### config.mk
export PLATFORM = sky130hd
export DESIGN_NAME = rps_match_driver_flat
export DESIGN_NICKNAME = d
export VERILOG_FILES = /design/src/rtl/rps_match_driver_if.sv /design/src/rtl/rps_match_driver.sv /design/src/flat_wrapper.sv
export SDC_FILE = /design/constraint.sdc
export NUM_CORES = 1
export LEC_CHECK = 0
export ABC_AREA = 0
export CAP_MARGIN = 20
export CORE_MARGIN = 2
export CORE_UTILIZATION = 53
export CTS_BUF_LIST = sky130_fd_sc_hd__clkbuf_8
export DETAILED_ROUTE_END_ITERATION = 12
export PLACE_DENSITY = 0.83
export SLEW_MARGIN = 10
export SYNTH_ARGS = -nofsm -noshare
export SYNTH_HDL_FRONTEND = slang
export SYNTH_SLANG_ARGS = --single-unit
### constraint.sdc
create_clock -name clk -period 2.8 [get_ports clk]
set_clock_uncertainty 0.2 [all_clocks]
set_input_delay 0.56 -clock clk [delete_from_list [all_inputs] [get_ports clk]]
set_output_delay 0.56 -clock clk [all_outputs]
set_load 0.02 [all_outputs]
### src/rtl/rps_match_driver_if.sv
// Signal bundle between the match driver, the player front end and the round evaluator.
// Evaluator handshake: ev_start is held high from acceptance until ev_state=RESULT is seen;
// ev_winner is valid only while ev_state=RESULT; the evaluator ends a round by returning to IDLE.
interface rps_match_driver_if;
   logic       play;
   logic [1:0] player_move;
   logic [2:0] target_wins;
   logic       new_match;
   logic [2:0] ev_state;
   logic [1:0] ev_winner;

   logic       ev_start;
   logic [1:0] ev_p1_move;
   logic [1:0] ev_p2_move;
   logic       busy;
   logic [2:0] p1_score;
   logic [2:0] p2_score;
   logic [3:0] tie_count;
   logic       match_done;
   logic [1:0] match_winner;
   logic       round_done;
   logic       bad_move;
   logic       timeout_err;
   logic       proto_err;

   modport master (
      output play, player_move, target_wins, new_match, ev_state, ev_winner,
      input  ev_start, ev_p1_move, ev_p2_move, busy, p1_score, p2_score, tie_count,
      input  match_done, match_winner, round_done, bad_move, timeout_err, proto_err
   );

   modport slave (
      input  play, player_move, target_wins, new_match, ev_state, ev_winner,
      output ev_start, ev_p1_move, ev_p2_move, busy, p1_score, p2_score, tie_count,
      output match_done, match_winner, round_done, bad_move, timeout_err, proto_err
   );
endinterface

### src/rtl/rps_match_driver.sv
// Rock-paper-scissors match driver: accepts human moves, draws a CPU move from an LFSR,
// runs each round through an external evaluator and keeps score until a target is reached.
module rps_match_driver (
   input  logic                  clk,
   input  logic                  reset,
   rps_match_driver_if.slave     bus,
   output logic [1:0]            state_o,
   output logic [7:0]            lfsr_o
);

   typedef enum logic [1:0] {
      ST_IDLE    = 2'd0,
      ST_LAUNCH  = 2'd1,
      ST_RELEASE = 2'd2,
      ST_DONE    = 2'd3
   } state_t;

   localparam logic [2:0] EV_IDLE   = 3'b000;
   localparam logic [2:0] EV_RESULT = 3'b010;

   localparam logic [1:0] MOVE_BAD  = 2'b11;
   localparam logic [1:0] WIN_TIE   = 2'b00;
   localparam logic [1:0] WIN_P1    = 2'b01;
   localparam logic [1:0] WIN_P2    = 2'b10;

   localparam logic [7:0] LFSR_SEED = 8'hA5;
   // Counter value seen on the 15th cycle after state entry; the error lands on that edge.
   localparam logic [3:0] TMO_LAST  = 4'd14;

   state_t     state_q, state_d;
   logic [7:0] lfsr_q, lfsr_d;
   logic       ev_start_q, ev_start_d;
   logic [1:0] p1_mv_q, p1_mv_d;
   logic [1:0] p2_mv_q, p2_mv_d;
   logic [2:0] p1_score_q, p1_score_d;
   logic [2:0] p2_score_q, p2_score_d;
   logic [3:0] tie_q, tie_d;
   logic       match_done_q, match_done_d;
   logic [1:0] match_winner_q, match_winner_d;
   logic       round_done_q, round_done_d;
   logic       bad_move_q, bad_move_d;
   logic       tmo_err_q, tmo_err_d;
   logic       proto_err_q, proto_err_d;
   logic [3:0] tmo_q, tmo_d;
   logic [2:0] target_q, target_d;

   logic [1:0] cpu_move;
   logic [2:0] target_eff;
   logic       scores_zero;

   assign cpu_move    = (lfsr_q[1:0] == 2'b11) ? 2'b00 : lfsr_q[1:0];
   assign target_eff  = (target_q == 3'd0) ? 3'd1 : target_q;
   assign scores_zero = (p1_score_q == 3'd0) && (p2_score_q == 3'd0) && (tie_q == 4'd0);

   always_ff @(posedge clk or posedge reset) begin
      if (reset) begin
         state_q        <= ST_IDLE;
         lfsr_q         <= LFSR_SEED;
         ev_start_q     <= 1'b0;
         p1_mv_q        <= 2'b00;
         p2_mv_q        <= 2'b00;
         p1_score_q     <= 3'd0;
         p2_score_q     <= 3'd0;
         tie_q          <= 4'd0;
         match_done_q   <= 1'b0;
         match_winner_q <= 2'b00;
         round_done_q   <= 1'b0;
         bad_move_q     <= 1'b0;
         tmo_err_q      <= 1'b0;
         proto_err_q    <= 1'b0;
         tmo_q          <= 4'd0;
         target_q       <= 3'd0;
      end else begin
         state_q        <= state_d;
         lfsr_q         <= lfsr_d;
         ev_start_q     <= ev_start_d;
         p1_mv_q        <= p1_mv_d;
         p2_mv_q        <= p2_mv_d;
         p1_score_q     <= p1_score_d;
         p2_score_q     <= p2_score_d;
         tie_q          <= tie_d;
         match_done_q   <= match_done_d;
         match_winner_q <= match_winner_d;
         round_done_q   <= round_done_d;
         bad_move_q     <= bad_move_d;
         tmo_err_q      <= tmo_err_d;
         proto_err_q    <= proto_err_d;
         tmo_q          <= tmo_d;
         target_q       <= target_d;
      end
   end

   always_comb begin
      state_d        = state_q;
      lfsr_d         = {lfsr_q[6:0], lfsr_q[7] ^ lfsr_q[5] ^ lfsr_q[4] ^ lfsr_q[3]};
      ev_start_d     = ev_start_q;
      p1_mv_d        = p1_mv_q;
      p2_mv_d        = p2_mv_q;
      p1_score_d     = p1_score_q;
      p2_score_d     = p2_score_q;
      tie_d          = tie_q;
      match_done_d   = match_done_q;
      match_winner_d = match_winner_q;
      round_done_d   = 1'b0;
      bad_move_d     = 1'b0;
      tmo_err_d      = tmo_err_q;
      proto_err_d    = proto_err_q;
      tmo_d          = tmo_q;
      target_d       = target_q;

      case (state_q)
         ST_IDLE: begin
            if (bus.new_match) begin
               p1_score_d     = 3'd0;
               p2_score_d     = 3'd0;
               tie_d          = 4'd0;
               match_done_d   = 1'b0;
               match_winner_d = 2'b00;
               tmo_err_d      = 1'b0;
               proto_err_d    = 1'b0;
               tmo_d          = 4'd0;
            end else if (bus.play) begin
               if (bus.player_move == MOVE_BAD) begin
                  bad_move_d = 1'b1;
               end else begin
                  p1_mv_d    = bus.player_move;
                  p2_mv_d    = cpu_move;
                  ev_start_d = 1'b1;
                  tmo_d      = 4'd0;
                  state_d    = ST_LAUNCH;
                  // The target only changes at the first round of a fresh match.
                  if (scores_zero) begin
                     target_d = bus.target_wins;
                  end
               end
            end
         end

         ST_LAUNCH: begin
            tmo_d = tmo_q + 4'd1;
            if (bus.ev_state == EV_RESULT) begin
               case (bus.ev_winner)
                  WIN_TIE: begin
                     if (tie_q != 4'hF) begin
                        tie_d = tie_q + 4'd1;
                     end
                  end
                  WIN_P1:  p1_score_d  = p1_score_q + 3'd1;
                  WIN_P2:  p2_score_d  = p2_score_q + 3'd1;
                  default: proto_err_d = 1'b1;
               endcase
               ev_start_d = 1'b0;
               tmo_d      = 4'd0;
               state_d    = ST_RELEASE;
            end else if (tmo_q == TMO_LAST) begin
               tmo_err_d  = 1'b1;
               ev_start_d = 1'b0;
               tmo_d      = 4'd0;
               state_d    = ST_IDLE;
            end
         end

         ST_RELEASE: begin
            tmo_d = tmo_q + 4'd1;
            if (bus.ev_state == EV_IDLE) begin
               round_done_d = 1'b1;
               tmo_d        = 4'd0;
               if (p1_score_q == target_eff) begin
                  match_done_d   = 1'b1;
                  match_winner_d = WIN_P1;
                  state_d        = ST_DONE;
               end else if (p2_score_q == target_eff) begin
                  match_done_d   = 1'b1;
                  match_winner_d = WIN_P2;
                  state_d        = ST_DONE;
               end else begin
                  state_d = ST_IDLE;
               end
            end else if (tmo_q == TMO_LAST) begin
               tmo_err_d  = 1'b1;
               ev_start_d = 1'b0;
               tmo_d      = 4'd0;
               state_d    = ST_IDLE;
            end
         end

         ST_DONE: begin
            if (bus.new_match) begin
               p1_score_d     = 3'd0;
               p2_score_d     = 3'd0;
               tie_d          = 4'd0;
               match_done_d   = 1'b0;
               match_winner_d = 2'b00;
               tmo_err_d      = 1'b0;
               proto_err_d    = 1'b0;
               tmo_d          = 4'd0;
               state_d        = ST_IDLE;
            end
         end

         default: state_d = ST_IDLE;
      endcase
   end

   assign bus.ev_start     = ev_start_q;
   assign bus.ev_p1_move   = p1_mv_q;
   assign bus.ev_p2_move   = p2_mv_q;
   assign bus.busy         = (state_q == ST_LAUNCH) || (state_q == ST_RELEASE);
   assign bus.p1_score     = p1_score_q;
   assign bus.p2_score     = p2_score_q;
   assign bus.tie_count    = tie_q;
   assign bus.match_done   = match_done_q;
   assign bus.match_winner = match_winner_q;
   assign bus.round_done   = round_done_q;
   assign bus.bad_move     = bad_move_q;
   assign bus.timeout_err  = tmo_err_q;
   assign bus.proto_err    = proto_err_q;

   assign state_o = state_q;
   assign lfsr_o  = lfsr_q;

endmodule
### src/flat_wrapper.sv
// flat-port wrapper written by rule: the top's interface ports become plain ports
module rps_match_driver_flat 
  (clk, reset, state_o, lfsr_o, bus_play, bus_player_move, bus_target_wins, bus_new_match, bus_ev_state, bus_ev_winner, bus_ev_start, bus_ev_p1_move, bus_ev_p2_move, bus_busy, bus_p1_score, bus_p2_score, bus_tie_count, bus_match_done, bus_match_winner, bus_round_done, bus_bad_move, bus_timeout_err, bus_proto_err);
  rps_match_driver_if bus_i ();
  input  logic clk;
  input  logic reset;
  output logic [1:0] state_o;
  output logic [7:0] lfsr_o;
  input wire logic [$bits(bus_i.play)-1:0] bus_play;
  input wire logic [$bits(bus_i.player_move)-1:0] bus_player_move;
  input wire logic [$bits(bus_i.target_wins)-1:0] bus_target_wins;
  input wire logic [$bits(bus_i.new_match)-1:0] bus_new_match;
  input wire logic [$bits(bus_i.ev_state)-1:0] bus_ev_state;
  input wire logic [$bits(bus_i.ev_winner)-1:0] bus_ev_winner;
  output wire logic [$bits(bus_i.ev_start)-1:0] bus_ev_start;
  output wire logic [$bits(bus_i.ev_p1_move)-1:0] bus_ev_p1_move;
  output wire logic [$bits(bus_i.ev_p2_move)-1:0] bus_ev_p2_move;
  output wire logic [$bits(bus_i.busy)-1:0] bus_busy;
  output wire logic [$bits(bus_i.p1_score)-1:0] bus_p1_score;
  output wire logic [$bits(bus_i.p2_score)-1:0] bus_p2_score;
  output wire logic [$bits(bus_i.tie_count)-1:0] bus_tie_count;
  output wire logic [$bits(bus_i.match_done)-1:0] bus_match_done;
  output wire logic [$bits(bus_i.match_winner)-1:0] bus_match_winner;
  output wire logic [$bits(bus_i.round_done)-1:0] bus_round_done;
  output wire logic [$bits(bus_i.bad_move)-1:0] bus_bad_move;
  output wire logic [$bits(bus_i.timeout_err)-1:0] bus_timeout_err;
  output wire logic [$bits(bus_i.proto_err)-1:0] bus_proto_err;
  assign bus_i.play = bus_play;
  assign bus_i.player_move = bus_player_move;
  assign bus_i.target_wins = bus_target_wins;
  assign bus_i.new_match = bus_new_match;
  assign bus_i.ev_state = bus_ev_state;
  assign bus_i.ev_winner = bus_ev_winner;
  assign bus_ev_start = bus_i.ev_start;
  assign bus_ev_p1_move = bus_i.ev_p1_move;
  assign bus_ev_p2_move = bus_i.ev_p2_move;
  assign bus_busy = bus_i.busy;
  assign bus_p1_score = bus_i.p1_score;
  assign bus_p2_score = bus_i.p2_score;
  assign bus_tie_count = bus_i.tie_count;
  assign bus_match_done = bus_i.match_done;
  assign bus_match_winner = bus_i.match_winner;
  assign bus_round_done = bus_i.round_done;
  assign bus_bad_move = bus_i.bad_move;
  assign bus_timeout_err = bus_i.timeout_err;
  assign bus_proto_err = bus_i.proto_err;
  rps_match_driver u_core (.clk(clk), .reset(reset), .bus(bus_i), .state_o(state_o), .lfsr_o(lfsr_o));
endmodule
==> out/qor.yml, run 1 <==
hpwl_mm: 3.234
rows: 23
via_count: 1818
cts-buffers-inserted: 5
grt_max_degree: 40
final_nets: 306
synthTopCellsByArea: "dfrtp_1 (40%), ha_1 (6.8%), o21ai_0 (5.7%), nand2_1 (5.1%), dfstp_2 (4.8%)"
critPathRequiredTime_ns: 2.04
diodes: 0
finalHoldViolCount: 0
fin_crit_sh: 0.9498
fin_tns_setup_ns: 0
io_buffers: 46
finalSetupViolCount: 0
dpl-instance-area_um2: 2706
powerDensity_nw_per_um2: 878.7
drt_first_pass_iters: 4
totalWireLength_mm: 4.444
fin_total_pwr_mw: 2.479
design_area_um2: 2821
postRouteAntennaNets: 0
tightest_slew_ns: 0.4825
critPathArrivalTime_ns: 1.90
syn_area_um2: 2200
die_width_um: 68.42
cts_tree: "built"
layout-drive-gt1-share: 0.1246
critical_path_class: "flop to primary output"
peakVddDrop_mv: 0.5895
period_needed_ns: 2.659
worst_slack_ns: 0.1405
synthArstFlopShare: 1.000
path_delay_family: "buffers and inverters"
worstSkewPairLatency_ns: 0.29
vias_per_cell: 5.492
nFillCells: 337
max_stage_delay_ns: 0.63
wl_per_cell_um: 13.43
rsz0062_at_grt: "no"
worst-path-max-fanout: 10
core_um2: 4000
p_leak_nw: 1.224
synth_nets: 257
grt_pass1_wl_mm: 7.376
ys.flop_type: "dfrtp_1"
ioPinCount: 47
synth_cell_type_count: 47
synth_common_cells: "dfrtp_1 (35), nand2_1 (30), o21ai_0 (25)"
antenna_found_initial: 0
synthCells: 231
synth_edf_count: 0
cp-start-kind: "flop"
drt_iter0_markers: 46
cts_hold_buf: 0
drv_slew: 0
clkTransAtPathRegs_ns: 0.08
area_delta_synth_final_pct: 28.27
die-height_um: 68.42
drc: 0
track_usage: 0.2104
ys_seq_area_frac: 0.4460
cts_max_level: 2
hold_class: "flop to flop"
place.gp.congestion: 0.8275
crit_path_top_delay_cell: "clkdlybuf4s50_1"
ys_seq_elements: 39
synth_top_cell_area_share: 0.3982
clk_path_buf_depth: 2
overflow: 0
yosysTopAreaCell: "dfrtp_1"
maxCapViolations: 0
yosysMostFrequentCell: "dfrtp_1"
cts-root-buf: "clkbuf_8"
grt_pass1_vias: 1643
fin_util: 0.7053
max_freq_mhz: 376.0
pre_cts_ws_ns: 0.2257
endpoint_kind: "primary output"
start_util: 0.5499
cp_num_buf_inv: 2
status: "finished clean"
synth_warnings: 0
path_cells: "inv_1 > ha_2 > clkdlybuf4s50_1"
max_slew_margin: 0.6783
clkSinkCount: 39
dieArea_um2: 4681
avgSynthCellArea_um2: 9.522
-- cells in the final DEF, fill, tap and decap left out, types with 2 or more instances in the layout --
| cell type | count |
|---|---|
| a22o_1 | 4 |
| xnor2_1 | 4 |
| ha_1 | 11 |
| inv_1 | 15 |
| nor2_1 | 12 |
| mux2_2 | 6 |
| dfrtp_1 | 35 |
| and4bb_2 | 2 |
| nor2b_1 | 2 |
| or3_1 | 3 |
| a21oi_1 | 7 |
| dfstp_2 | 4 |
| nand4_1 | 2 |
| nand2b_1 | 5 |
| nand2_1 | 30 |
| o211ai_1 | 3 |
| nor3_1 | 3 |
| nand3_1 | 11 |
| clkbuf_8 | 5 |
| mux2i_1 | 4 |
| o21ai_0 | 25 |
| a31oi_1 | 3 |
| xor2_1 | 3 |
| buf_4 | 7 |
| o21ai_1 | 3 |
| and3_1 | 2 |
| clkdlybuf4s50_1 | 46 |
-- repair_timing --
action / 4_1_cts / 5_1_grt
setup endpoints to repair: 0 / 1
hold endpoints to repair: 0 / 0
resized for setup: 0 / 1
setup buffers: 0 / 0
-- routing by layer --
layer  share of wire  global-route usage  routed length [µm]
met1            0.46              0.2754                2045
met2            0.48              0.3462                2118
met3           0.053             0.05263                 234
met4           0.010             0.05500                  46
met5               0                   0                   0
-- layout make-up --
| type | instances | area, µm² | share of cell area |
|---|---|---|---|
| Timing Repair Buffer | 53 | 513.0 | 0.1818 |
| Sequential cell | 39 | 980.9 | 0.3477 |
| Tap cell | 50 | 62.56 | 0.02217 |
| Clock inverter | 3 | 43.79 | 0.01552 |
| Multi-Input combinational cell | 166 | 1096 | 0.3885 |
| Inverter | 15 | 56.30 | 0.01996 |
| Clock buffer | 5 | 68.82 | 0.02439 |
-- stage by stage --
stage / hold WS (ns) / std cells
2_1_floorplan: 0.1556 / 231
3_3_place_gp: 0.1647 / 323
3_5_place_dp: 0.1801 / 323
4_1_cts: 0.1977 / 331
5_1_grt: 0.2038 / 331
6_report: 0.1872 / 331
-- power breakdown --
group / internal (mW) / switching (mW) / leakage (nW)
combinational: 0.526 / 0.644 / 0.660
clock: 0.265 / 0.205 / 0.0581
sequential: 0.686 / 0.153 / 0.506
total: 1.48 / 1.00 / 1.22
-- cell families (layout without fill, tap and decap cells) --
logic type               count (synthesis)  count (layout)  share of synthesized area
buffers and inverters                   26              76                    0.05688
AND/OR/NAND/NOR                         80              80                     0.1843
flip-flops                              39              39                     0.4460
multiplexers                            11              11                    0.05404
XOR/XNOR                                 7               7                    0.02787
adder cells (fa/ha/maj)                 12              12                    0.06826
AO/OA/AOI/OAI                           56              56                     0.1627
-- worst register-to-register path: cells and delay by family (launching register included) --
family	cells	cell delay, ns
AOI/OAI and AO/OA	2	0.43
adders and majority gates	1	0.46
buffers and inverters	1	0.15
DFF	1	0.42
muxes	2	0.53
-- sequential cells by signal, summed over array words and instances (netlist names), 2 cells and up --
signal                   count
u_core.bus.ev_p1_move        2
u_core.bus.tie_count         4
u_core.bus.ev_p2_move        2
u_core.state_o               2
u_core.tmo_q                 4
u_core.target_q              3
u_core.bus.match_winner      2
u_core.bus.p2_score          3
u_core.lfsr_o                8
u_core.bus.p1_score          3
-- final timing paths --
path,startpoint,to,cells past startpoint,slack (ns)
setup / recovery,u_core.state_o[1],bus_busy,3,0.14
hold / removal,u_core.lfsr_o[6],u_core.lfsr_o[7],0,0.19
setup reg to reg,u_core.state_o[1],u_core.bus.proto_err,6,0.50
hold reg to reg,u_core.lfsr_o[6],u_core.lfsr_o[7],0,0.19
max in group asynchronous,reset,u_core.lfsr_o[2],3,1.57
min in group asynchronous,reset,u_core.lfsr_o[4],3,0.48
Power figures use the tool's default switching activity.
==> run 2, diff against run 1 <==
--- a/config.mk
+++ b/config.mk
@@ -7,11 +7,12 @@
 export LEC_CHECK = 0
 export ABC_AREA = 0
 export CAP_MARGIN = 20
+export CORE_ASPECT_RATIO = 0.6
 export CORE_MARGIN = 2
 export CORE_UTILIZATION = 53
 export CTS_BUF_LIST = sky130_fd_sc_hd__clkbuf_8
 export DETAILED_ROUTE_END_ITERATION = 12
-export PLACE_DENSITY = 0.83
+export PLACE_DENSITY = 0.82
 export SLEW_MARGIN = 10
 export SYNTH_ARGS = -nofsm -noshare
 export SYNTH_HDL_FRONTEND = slang
==> out/qor.yml, run 2 (synthesis gave the netlist of run 1 again) <==
start_util: 0.5426
maxCapViolations: 0
vias_per_cell: 5.453
hpwl_mm: 3.694
postRouteAntennaNets: 0
largest_reg_flops: 8
grt_pass1_vias: 1640
powerDensity_nw_per_um2: 888.1
drt_iter0_markers: 82
clkTransAtPathRegs_ns: 0.08
p_leak_nw: 1.216
endpoint_kind: "primary output"
rr_endpoint: "u_core.bus.proto_err"
cts-buffers-inserted: 5
r2r_start: "u_core.state_o[0]"
cts_max_level: 2
multiInputGateArea_um2: 1094
area_delta_synth_final_pct: 27.47
fin_util: 0.6917
layout-drive-gt1-share: 0.1147
drc: 0
critPathArrivalTime_ns: 1.80
r2r_cells: 7
overflow: 0
path_cells: "inv_1 > ha_1 > clkdlybuf4s50_1"
critical_path_class: "flop to primary output"
fin_crit_sh: 0.9147
worstSkewPairLatency_ns: 0.29
crit_path_top_delay_cell: "clkdlybuf4s50_1"
p_sw_frac: 0.4143
final_nets: 304
cts_tree: "built"
drv_slew: 0
max_stage_delay_ns: 0.60
pwr-share-clk: 0.190
min_from: "u_core.lfsr_o[6]"
drt_first_pass_iters: 4
switchingPower_mw: 1.032
cts_hold_buf: 0
rows: 18
track_usage: 0.2276
totalWireLength_mm: 4.926
status: "finished clean"
hold_class: "flop to flop"
ioPinCount: 47
period_needed_ns: 2.561
max_slew_margin: 0.6710
dieArea_um2: 4698
seqPwrFrac: 0.344
io_buffers: 46
rsz0062_at_grt: "no"
internal-power_mw: 1.458
grt_pass1_wl_mm: 8.038
core_um2: 4054
wl_per_cell_um: 14.97
peakVddDrop_mv: 0.5273
antenna_found_initial: 0
cts_post_setup_buffers_inserted: 0
cp-start-kind: "flop"
critPathRequiredTime_ns: 2.04
min_to: "u_core.lfsr_o[7]"
layout_common_cells: "clkdlybuf4s50_1 (46), dfrtp_1 (35), nand2_1 (30), o21ai_0 (25), inv_1 (15)"
place.gp.congestion: 0.8176
rrSetupSlack_ns: 0.39
worst-path-max-fanout: 7
finalHoldViolCount: 0
fin_tns_setup_ns: 0
clkSinkCount: 39
seq_area_um2: 980.9
final_common_cell: "clkdlybuf4s50_1"
combPwrFrac: 0.466
die-height_um: 53.90
tightest_slew_ns: 0.4935
cts_resized: 0
hold_path_depth: 0
cts-root-buf: "clkbuf_8"
via_count: 1794
finalSetupViolCount: 0
clk_path_buf_depth: 2
nFillCells: 320
max_freq_mhz: 390.4
diodes: 0
grt_max_degree: 40
die_width_um: 87.17
==> run 2: cell count changes in the layout (fill, tap and decap cells not counted) <==
cell   change
ha_2       -1
ha_1       +1
buf_4      -2
==> run 2: critical path: cells and delay by family (launching register included) <==
| kind | cells | cell delay, ns |
|---|---|---|
| buffers and inverters | 2 | 0.71 |
| flip-flops | 1 | 0.49 |
| adder cells (fa/ha/maj) | 1 | 0.31 |
==> run 2: area by class of cell <==
cell class	instances	area share
multi-input cells	166	0.3900
well taps	50	0.02231
repair buffers	51	0.1776
flip-flops and latches	39	0.3498
clock inverters	3	0.01562
inverters	15	0.02008
clock buffers	5	0.02454
==> run 2: how the worst max path moves through the flow <==
stage	cells past startpoint	slack, ns	to	from
floorplan	7	0.51	u_core.tmo_q[2]	u_core.state_o[0]
global placement	5	0.19	u_core.bus.proto_err	bus_ev_state[1]
detailed placement	5	0.11	u_core.bus.proto_err	bus_ev_state[1]
CTS	3	0.21	bus_busy	u_core.state_o[0]
global route	3	0.18	bus_busy	u_core.state_o[0]
finish	3	0.24	bus_busy	u_core.state_o[0]
==> run 2: stage by stage <==
stage               setup slack, ns  instance area (µm²)  power (mW)  instances  hold slack (ns)
finish                       0.2387                 2804       2.490        329           0.1800
global route                 0.1773                 2804       2.666        329           0.1987
CTS                          0.2101                 2804       2.501        329           0.1844
detailed placement           0.1097                 2691       2.025        321           0.1616
global placement             0.1894                 2691       1.964        321           0.1646
floorplan                    0.5059                 2200       1.591        231           0.1556
==> run 2: power by group through the flow <==
| stage | combinational [mW] | clock (mW) | sequential [mW] |
|---|---|---|---|
| floorplan | 0.657 | 0 | 0.934 |
| global placement | 1.11 | 0 | 0.853 |
| detailed placement | 1.16 | 0 | 0.865 |
| CTS | 1.17 | 0.482 | 0.854 |
| global route | 1.28 | 0.507 | 0.880 |
| finish | 1.16 | 0.473 | 0.857 |
==> run 2: layer usage <==
metal	wire, µm	part of all wire	vias up	track usage
li1	-	-	896	-
met1	2477	0.50	850	0.3382
met2	2204	0.45	48	0.3486
met3	244	0.050	0	0.05061
met4	0	0	0	0.03846
met5	0	0	-	0
==> run 3, diff against run 2 <==
--- a/config.mk
+++ b/config.mk
@@ -7,7 +7,6 @@
 export LEC_CHECK = 0
 export ABC_AREA = 0
 export CAP_MARGIN = 20
-export CORE_ASPECT_RATIO = 0.6
 export CORE_MARGIN = 2
 export CORE_UTILIZATION = 53
 export CTS_BUF_LIST = sky130_fd_sc_hd__clkbuf_8
==> out/qor.yml, run 3 (synthesis gave the netlist of run 1 again) <==
peakVddDrop_mv: 0.5567
layout_common_cells: "clkdlybuf4s50_1 (46), dfrtp_1 (35), nand2_1 (30), o21ai_0 (25), inv_1 (15)"
grt_max_degree: 40
design_area_um2: 2811
track_usage: 0.2166
final_common_cell: "clkdlybuf4s50_1"
clk_path_buf_depth: 2
finalHoldViolCount: 0
cts-root-buf: "clkbuf_8"
grt_use_met1: 0.2815
drt_iter0_markers: 89
fin_tns_setup_ns: 0
vias_per_cell: 5.529
postRouteAntennaNets: 0
dpl-instance-area_um2: 2691
powerDensity_nw_per_um2: 883.5
maxCapViolations: 0
fin_total_pwr_mw: 2.484
drt_first_pass_iters: 4
core_um2: 4000
grt_util_met3: 0.04441
layout-drive-gt1-share: 0.1183
p_leak_nw: 1.218
ioPinCount: 47
io_buffers: 46
tightest_slew_ns: 0.4808
overflow: 0
drc: 0
cts_post_setup_buffers_inserted: 0
final_nets: 304
status: "finished clean"
cts_tree: "built"
fin_util: 0.7028
clkSinkCount: 39
fin_crit_sh: 0.9693
grt_pass1_wl_mm: 7.583
start_util: 0.5499
max_slew_margin: 0.6773
max_freq_mhz: 368.4
clkTransAtPathRegs_ns: 0.08
cp-start-kind: "flop"
via_count: 1819
critPathArrivalTime_ns: 1.95
worst-path-max-fanout: 10
place.gp.congestion: 0.7910
rows: 23
area_delta_synth_final_pct: 27.82
grt_pass1_vias: 1668
hpwl_mm: 3.270
critPathRequiredTime_ns: 2.04
critical_path_class: "flop to primary output"
cts-buffers-inserted: 5
totalWireLength_mm: 4.465
wl_per_cell_um: 13.57
endpoint_kind: "primary output"
period_needed_ns: 2.714
die_width_um: 68.42
antenna_found_initial: 0
worstSkewPairLatency_ns: 0.30
largest_reg_flops: 8
diodes: 0
hold_class: "flop to flop"
cts_max_level: 2
grt_use_met2: 0.3486
nFillCells: 315
die-height_um: 68.42
dieArea_um2: 4681
drv_slew: 0
grt.busiest_layer: "met2"
rsz0062_at_grt: "no"
finalSetupViolCount: 0
[run 3: cell count changes in the layout (fill, tap and decap cells not counted)]
cell	before	now
ha_1	12	11
ha_2	0	1
clkinv_4	1	0
clkbuf_8	5	6
[run 3: power by group]
group / total [mW] / internal [mW] / switching (mW)
combinational: 1.14 / 0.516 / 0.627
sequential: 0.848 / 0.686 / 0.162
clock: 0.492 / 0.288 / 0.204
total: 2.48 / 1.49 / 0.994
[run 3: final cells by class]
type / count / area [µm²] / area share
inverter: 15 / 56.30 / 0.02003
sequential: 39 / 980.9 / 0.3489
tap: 50 / 62.56 / 0.02225
multi-input combinational: 166 / 1096 / 0.3899
clock inverter: 2 / 35.03 / 0.01246
clock buffer: 6 / 82.58 / 0.02937
timing repair buffer: 51 / 498.0 / 0.1771
[run 3: metrics by stage]
stage | hold WS, ns | cells | setup slack, ns
6_report | 0.1955 | 329 | 0.08587
4_1_cts | 0.2040 | 329 | 0.02504
3_3_place_gp | 0.1641 | 321 | 0.2780
3_5_place_dp | 0.1885 | 321 | 0.2383
2_1_floorplan | 0.1556 | 231 | 0.5059
5_1_grt | 0.2101 | 329 | 0.03793
[run 3: worst paths after layout]
check,start,to,slack (ns),cells after the start
setup / recovery,u_core.state_o[0],bus_busy,0.09,3
hold / removal,u_core.lfsr_o[6],u_core.lfsr_o[7],0.20,0
setup reg to reg,u_core.state_o[1],u_core.bus.proto_err,0.51,6
hold reg to reg,u_core.lfsr_o[6],u_core.lfsr_o[7],0.20,0
max in group asynchronous,reset,u_core.lfsr_o[2],1.57,3
min in group asynchronous,reset,u_core.lfsr_o[6],0.47,3
[run 3: layer usage]
| layer | wire length (µm) | vias to the layer above |
|---|---|---|
| met5 | 0 | - |
| met4 | 85 | 0 |
| met3 | 218 | 9 |
| met2 | 2062 | 55 |
| met1 | 2100 | 860 |
| li1 | - | 895 |
[run 3: critical path, cell delays in order (launching register included)]
cell and delay, ns:
dfrtp_1 0.47, inv_1 0.11, ha_2 0.44, clkdlybuf4s50_1 0.64
[run 3: repair_timing]
| action | in CTS | in global routing |
|---|---|---|
| resized for setup | 0 | 1 |
| hold endpoints to repair | 0 | 0 |
| setup endpoints to repair | 0 | 1 |
| hold buffers | 0 | 0 |
